`config.mk`:
```
export PLATFORM = sky130hd
export DESIGN_NAME = regfile_bank
export DESIGN_NICKNAME = d
export VERILOG_FILES = /design/src/rtl/regfile_pkg.sv /design/src/rtl/regfile_rd_port.sv /design/src/rtl/regfile_bank.sv
export SDC_FILE = /design/constraint.sdc
export NUM_CORES = 1
export LEC_CHECK = 0
export ABC_AREA = 1
export ABC_CLOCK_PERIOD_IN_PS = 1600
export CAP_MARGIN = 0
export CORE_MARGIN = 1
export CORE_UTILIZATION = 40
export CTS_BUF_LIST = sky130_fd_sc_hd__clkbuf_4 sky130_fd_sc_hd__clkbuf_8
export DETAILED_ROUTE_END_ITERATION = 8
export DONT_BUFFER_PORTS = 1
export SYNTH_ARGS = -nofsm -noshare
export SYNTH_HDL_FRONTEND = slang
export SYNTH_SLANG_ARGS = --single-unit
```
`constraint.sdc`:
```
create_clock -name CLK -period 1.6 [get_ports CLK]
set_clock_uncertainty 0.15 [all_clocks]
set_input_delay 0.32 -clock CLK [delete_from_list [all_inputs] [get_ports CLK]]
set_output_delay 0.32 -clock CLK [all_outputs]
set_load 0.03 [all_outputs]
```
`src/rtl/regfile_pkg.sv`:
```
// Shared types and default sizing for the parametrised register bank.
package regfile_pkg;

  // Soft-clear sequencer states
  typedef enum logic [1:0] {
    IDLE  = 2'd0,
    SWEEP = 2'd1,
    DONE  = 2'd2
  } sclr_state_t;

  localparam int DEF_WIDTH = 16;
  localparam int DEF_DEPTH = 8;
  localparam int DEF_NB    = 1;

  // Number of registered read ports (A, B)
  localparam int NRD = 2;

endpackage

```
`src/rtl/regfile_rd_port.sv`:
```
// One registered read port: address decode, write-first forward, output flop.
// An out-of-range address decodes to no register and reads 0.
import regfile_pkg::*;

module regfile_rd_port #(
  parameter int WIDTH = DEF_WIDTH,
  parameter int DEPTH = DEF_DEPTH,
  parameter int AW    = $clog2(DEPTH)
) (
  input  logic                         CLK,
  input  logic                         CLR,
  input  logic [AW-1:0]                addr,
  input  logic [DEPTH-1:0][WIDTH-1:0]  regs,
  input  logic                         wr_ok,
  input  logic [AW-1:0]                waddr,
  input  logic [WIDTH-1:0]             s_bus,
  output logic [WIDTH-1:0]             data
);

  logic [WIDTH-1:0] rd_nxt;

  // Decode the stored word, then let an accepted same-edge write override it
  always_comb begin
    rd_nxt = '0;
    for (int i = 0; i < DEPTH; i++) begin
      if (addr == AW'(i)) rd_nxt = regs[i];
    end
    if (wr_ok && (waddr == addr)) rd_nxt = s_bus;
  end

  // Output register, one cycle of read latency
  always_ff @(posedge CLK or negedge CLR) begin
    if (!CLR) data <= '0;
    else      data <= rd_nxt;
  end

endmodule

```
`src/rtl/regfile_bank.sv`:
```
// DEPTH x WIDTH register bank with NB operand buffers, two registered read
// ports with write-first forwarding, and a sequenced soft-clear sweep.
// Optional build macro REGFILE_R0_ZERO_EN: register 0 is hardwired to zero,
// writes to it are silently discarded and it is never forwarded.
import regfile_pkg::*;

module regfile_bank #(
  parameter int WIDTH = DEF_WIDTH,
  parameter int DEPTH = DEF_DEPTH,
  parameter int NB    = DEF_NB,
  localparam int AW   = $clog2(DEPTH)
) (
  input  logic                 CLK,
  input  logic                 CLR,
  input  logic                 we,
  input  logic [AW-1:0]        waddr,
  input  logic [WIDTH-1:0]     s_bus,
  input  logic [NB-1:0]        sb,
  input  logic [AW-1:0]        ra_addr,
  input  logic [AW-1:0]        rb_addr,
  output logic [WIDTH-1:0]     ra_data,
  output logic [WIDTH-1:0]     rb_data,
  output logic [NB*WIDTH-1:0]  b_q,
  input  logic                 sclr_req,
  output logic                 busy,
  output logic                 wr_drop
);

  logic [DEPTH-1:0][WIDTH-1:0] regs;
  logic [NB-1:0][WIDTH-1:0]    bufs;
  logic [NRD-1:0][AW-1:0]      rd_addr;
  logic [NRD-1:0][WIDTH-1:0]   rd_data;

  sclr_state_t state, nstate;
  logic [AW-1:0] idx;
  logic          sweep_en;
  logic          waddr_hit;
  logic          wr_ok;
  logic          wr_bad;

  // Write address lands on an implemented register (matters for non-pow2 DEPTH)
  always_comb begin
    waddr_hit = 1'b0;
    for (int i = 0; i < DEPTH; i++) begin
      if (waddr == AW'(i)) waddr_hit = 1'b1;
    end
  end

  // Accept/discard decision; register 0 in hardwired mode is a silent no-op
  always_comb begin
    wr_bad = we && (busy || !waddr_hit);
`ifdef REGFILE_R0_ZERO_EN
    wr_ok  = we && !busy && waddr_hit && (waddr != '0);
`else
    wr_ok  = we && !busy && waddr_hit;
`endif
  end

  // Soft-clear next state; busy tracks "not heading back to IDLE"
  always_comb begin
    nstate   = state;
    sweep_en = 1'b0;
    case (state)
      IDLE:  if (sclr_req) nstate = SWEEP;
      SWEEP: begin
        sweep_en = 1'b1;
        if (idx == AW'(DEPTH - 1)) nstate = DONE;
      end
      DONE:  nstate = IDLE;
      default: nstate = IDLE;
    endcase
  end

  // Soft-clear state, sweep index and busy flag
  always_ff @(posedge CLK or negedge CLR) begin
    if (!CLR) begin
      state <= IDLE;
      idx   <= '0;
      busy  <= 1'b0;
    end else begin
      state <= nstate;
      busy  <= (nstate != IDLE);
      if (state == SWEEP) idx <= idx + AW'(1);
      else                idx <= '0;
    end
  end

  // Register storage: sweep clear wins, otherwise accepted write
  always_ff @(posedge CLK or negedge CLR) begin
    if (!CLR) begin
      regs <= '0;
    end else begin
      for (int i = 0; i < DEPTH; i++) begin
        if (sweep_en && (idx == AW'(i)))      regs[i] <= '0;
        else if (wr_ok && (waddr == AW'(i))) regs[i] <= s_bus;
      end
`ifdef REGFILE_R0_ZERO_EN
      regs[0] <= '0;
`endif
    end
  end

  // Operand buffers load straight off the S-bus, independent of the sweep
  always_ff @(posedge CLK or negedge CLR) begin
    if (!CLR) begin
      bufs <= '0;
    end else begin
      for (int i = 0; i < NB; i++) begin
        if (sb[i]) bufs[i] <= s_bus;
      end
    end
  end

  // One-cycle pulse flagging a discarded write
  always_ff @(posedge CLK or negedge CLR) begin
    if (!CLR) wr_drop <= 1'b0;
    else      wr_drop <= wr_bad;
  end

  assign b_q     = bufs;
  assign rd_addr = {rb_addr, ra_addr};
  assign ra_data = rd_data[0];
  assign rb_data = rd_data[1];

  for (genvar p = 0; p < NRD; p++) begin : g_rd
    regfile_rd_port #(
      .WIDTH (WIDTH),
      .DEPTH (DEPTH),
      .AW    (AW)
    ) u_rd (
      .CLK   (CLK),
      .CLR   (CLR),
      .addr  (rd_addr[p]),
      .regs  (regs),
      .wr_ok (wr_ok),
      .waddr (waddr),
      .s_bus (s_bus),
      .data  (rd_data[p])
    );
  end

endmodule

```
Word level (Yosys, flattened, before mapping)
Cells that the tools add are included.
- memory bits (writable): 0
- output and inout port bits: 50
- memories kept: 0
- bits in latches: 0
- ROM bits: 0
- word-level logic and storage cells: 132
- bits in registers: 183
- input bits: 30
- magnitude comparators: 0
- muxes and demuxes: 47
- div/mod/pow operators: 0
- $add $sub $neg: 1
- equal/unequal tests: 31
- reductions and logical operators: 38
- shift-type cells: 0
- bitwise logic cells: 0
- multipliers: 0
- operators with widths (cell ; count):
    $mux W16 ; 34
    $eq A3 B3 Y1 const B ; 16
    $eq A3 B2 Y1 const B ; 8
    $logic_and A1 B1 Y1 ; 21
    $reduce_bool A2 Y1 ; 9
    $eq A3 B1 Y1 const B ; 4
    $logic_not A3 Y1 ; 4
    $mux W1 ; 9
    $eq A3 B3 Y1 ; 2
    $mux W2 ; 2
    $pmux W2 S2 ; 1
    $add A3 B1 Y3 const B ; 1
    $mux W3 ; 1
    $eq A2 B1 Y1 const B ; 1
    $logic_not A1 Y1 ; 2
    $logic_not A2 Y1 ; 1
    $logic_or A1 B1 Y1 ; 1

Depth between registers and ports, before layout
Gate-level depths: netlist (run 1).
- depth after elaboration: 13
- depth in mapped cells: 11
- depth with buffers taken out: 9

Cells and area by module
A second synthesis (run 1) with hierarchy kept.
- cells, all modules: 1326
- area, all modules: 10199.8 um2
- by module, submodules not included (module ; seq. area each (um2) ; instances ; cells an instance ; area each (um2)):
    regfile_bank ; 3778.6 ; 1 ; 682 ; 6513.7
    regfile_rd_port ; 400.4 ; 2 ; 322 ; 1843.0

Worst setup path before layout (run 1)
No wires, ideal clock.
- path kind: flip-flop to flip-flop
- start point: reg busy
- end point: reg regs[119] (netlist bit)
- buffers on the path: 1
- data required time: 1318 ps
- setup slack: -86 ps
- clock period less this slack: 1686 ps
- stages on the path, launching flop included: 8
- setup time: 132 ps
- data arrival time: 1404 ps
- path through: dfrtp_1 inv_1 nand2_1 nor2_4 nand3_1 nand2_1 buf_2 o22ai_1
- longest elaborated chain between the ends: 5
- RTL lines (element ; line ; RTL):
    start: declaration ; regfile_bank.sv:25 ; output logic busy,
    start signal: assignment ; regfile_bank.sv:82 ; busy <= (nstate != IDLE);
    $logic_not A1 Y1 ; regfile_bank.sv:55 ; wr_ok = we && !busy && waddr_hit;
    $logic_and A1 B1 Y1 (2 in series) ; regfile_bank.sv:55 ;
    $logic_and A1 B1 Y1 ; regfile_bank.sv:95 ; else if (wr_ok && (waddr == AW'(i))) regs[i] <= s_bus;
    $reduce_bool A2 Y1 (no source line) ; n/a ;
    end signal: indexed assignment ; regfile_bank.sv:95 ;
    end: declaration ; regfile_bank.sv:29 ; logic [DEPTH-1:0][WIDTH-1:0] regs;
Every way passes these cells.
A chain may end at the register's enable or synchronous reset.

Final worst setup path (run 1)
- start point: reg state[1]
- end point: reg regs[63] (netlist bit)
- longest elaborated chain between the ends: 4
- elaborated cells on any way between the ends: 5
- those cells by class: eq/ne: 1; mux: 2; reduce/logical: 2
- RTL lines (element ; line ; RTL):
    start: declaration ; regfile_bank.sv:34 ; sclr_state_t state, nstate;
    start signal: assignment ; regfile_bank.sv:81 ; state <= nstate;
    $eq A2 B1 Y1 (*) ; regfile_bank.sv:63 ; case (state)
    $mux W1 (*) ; regfile_bank.sv:63 ;
    $logic_and A1 B1 Y1 (*) ; regfile_bank.sv:94 ; if (sweep_en && (idx == AW'(i))) regs[i] <= '0;
    $mux W16 or $reduce_bool A2 Y1 (tied branches) ; n/a ;
Mark *: on every way between the ends. The rest lies on a longest branch, timed or not.

==> results of run 1 <==
==> Yosys cell counts <==
cell,number
buf_6,7
buf_1,7
a211oi_1,1
nand4_1,72
dfrtp_1,183
o22ai_1,44
nor2_1,94
o21ai_1,1
nor2_4,4
nor3_2,2
nand2_2,1
inv_2,8
o21ai_0,84
inv_4,3
clkbuf_1,12
nor3_4,7
nand3_1,155
ha_1,6
nor2_2,11
nand2_1,205
inv_1,80
buf_4,6
a21oi_1,84
nand3_2,7
xor2_1,3
buf_2,35
==> where the power goes <==
| part | internal (mW) | leakage, nW | switching (mW) |
|---|---|---|---|
| combinational | 1.83 | 2.42 | 2.49 |
| clock | 1.34 | 0.198 | 1.93 |
| sequential | 5.64 | 2.46 | 1.11 |
| total | 8.81 | 5.08 | 5.53 |
==> repair_timing <==
action,CTS,global route
buffers inserted,4,12
endpoints found under the hold margin,234,183
pin swaps,2,18
resized for setup,8,173
gates cloned,0,13
setup endpoints to repair,39,173
==> how the worst max path moves through the flow <==
stage / start / endpoint / slack, ns / cells past startpoint
after CTS: idx[2] / regs[63] / -0.03 / 6
after detailed placement: rb_addr[0] / g_rd[1].u_rd.data[8] / -0.24 / 6
final: state[1] / regs[63] / -0.04 / 7
after floorplan: busy / regs[56] / 0.009 / 6
after global placement: rb_addr[0] / g_rd[1].u_rd.data[2] / -0.21 / 6
after global routing: state[1] / regs[53] / -0.12 / 7
==> state kept, by name, summed over array words and instances (netlist names) <==
register and count:
regs 128, g_rd.u_rd.data 32, b_q 16, idx 3
state 2, busy 1, wr_drop 1
==> routing by layer <==
layer	global-route usage	vias to the layer above
met1	0.3470	4346
met4	0.07095	0
met5	0	-
met2	0.4152	485
met3	0.05073	52
li1	-	3937
==> layout make-up <==
class                      count  area, um2
sequential                   183       4584
tap                          285      356.6
clock buffer                  18      247.7
multi-input combinational    781       4404
inverter                      91      359.1
clock inverter                14      153.9
fill                        2110      11120
timing repair buffer         101       1341
==> per-stage QoR <==
stage	area (um2)	setup WS [ns]
floorplan	9240	0.009469
global placement	9864	-0.2080
detailed placement	9864	-0.2434
CTS	10530	-0.02709
global route	11450	-0.1202
finish	11450	-0.03721
==> logic make-up (layout without fill, tap and decap cells) <==
kind of cell	count (synthesis)	after routing	share of synthesized area
AOI/OAI and AO/OA	214	214	0.1227
xor gates and xnor gates	3	3	0.002856
adders and majority gates	6	6	0.008159
buffers and inverters	158	224	0.07819
DFF	183	183	0.4977
and+or+nand+nor	558	558	0.2905
==> results.tsv, run 1 <==
metric	value	unit
DR pass1 iterations	5	
Top Metal Used	met4	
Critical R2R Launch	state[1]	
largest net degree at the start of global routing	184	
met1 wire length	13520	um
crit path kind	register to register	
Starting DRT DRC Count	948	
top cells by area, synth	dfrtp_1 (50%), nand3_1 (8.4%), nand2_1 (8.4%)	
fin cells	1473	
maximum fanout along the worst path	8	
Syn Inst Count	1122	
Power per Cell Area	1253	nW/um2
metal3 WL	3088	um
R2R depth	7	
synth warn	0	
endpoints failing setup	27	
post-route setup slack	-0.03721	ns
worst r2r dst	regs[63]	
# rows	55	
die width	153.7	um
first-pass GRT wire length	46300	um
Net Count, Synth	1158	
remaining antenna violation count	0	
Antenna Cells	0	
RSZ-0062 raised after global routing	yes	
vias in the first global route	8197	
Vias/cell	5.988	
Max Clk Rate	610.8	MHz
Seq/Total Area, Yosys	0.4977	
Detailed Place HPWL	20120	um
Setup TNS	-0.5056	ns
Worst VDD drop	0.9854	mV
class of the worst hold path	primary input to asynchronous set/reset pin	
synth unique cells	26	
GRT Residual Overflow	0	
Initial Util	0.4076	
most common cell after layout, fill and taps aside	nand2_1	
fin crit share	1.023	
Worst path max stage delay	0.45	ns
Pleak	5.078	nW
final hold viol count	183	
Area Overhead vs Synth	24.41	%
layout cells sized above 1	0.1919	
Worst slew margin	0.2131	
slowest CP cell	dfrtp_1	
Num Clock Sinks	183	
Period minus WS final	1.637	ns
total CTS buffers	17	
die height	153.7	um
top-area cell type share of the netlist area	0.4977	
area leader, netlist	dfrtp_1	
Placeable Area	22570	um2
I/O pins	80	
wire per inst	22.14	um
Cells after DPL	1393	
Max Root-Sink Buffers	2	
clk root buf	clkbuf_8	
CTS Hold Bufs	19	
hold slack	-0.6516	ns
DR vias	8820	
initial antenna violation count	0	
most frequent cells in the layout	nand2_1 (193), dfrtp_1 (179), nand3_1 (146), nor2_1 (94), a21oi_1 (83)	
maxcap violations	0	
run status	finished, violations left	
Mapped Area	9201	um2
post-layout power	14.34	mW
Slew Limit Fails	0	
total die area	23610	um2
Nets	1211	
Worst EP required	1.80	ns
critical path's top delay family	buffers and inverters	
Mean Syn Cell Area	8.201	um2
Final Util	0.5072	
clock latency on the worst-skew pair	0.49	ns
failing checks	hold timing, setup timing	
Tot GR Track Use	0.2555	
WP buf/inv	3	
worst-path cell chain	nor2_4 > buf_6 > nand2_4 > nand4_1 > buf_6 > buf_12 > o22ai_2	
DRC violations left	0	
actual slew at the worst max-slew pin	1.174	ns
IO Port Bufs	0	
CTS tree	done	
critical path launch point type	register	
r2r setup slk	-0.04	ns
met2 WL	15470	um
#FFs+latches synth	183	
Critical Path Sink Type	register	
CTS H-tree lvls	4	
Data arrival, critical path	1.84	ns
clk slew on worst S/H paths	0.11	ns
total routed wirelength	32610	um
global placement routability congestion	0.9301	
cell mode on critical path	buf_6	
No activity file was read; power rests on OpenSTA's default activity.
==> inputs of run 2 (changes only) <==
- CTS_CLUSTER_DIAMETER: not set -> 60
- CTS_CLUSTER_SIZE: not set -> 28
==> results of run 2 <==
Same layout as run 1: the final DEF is identical, and so are final timing and power.
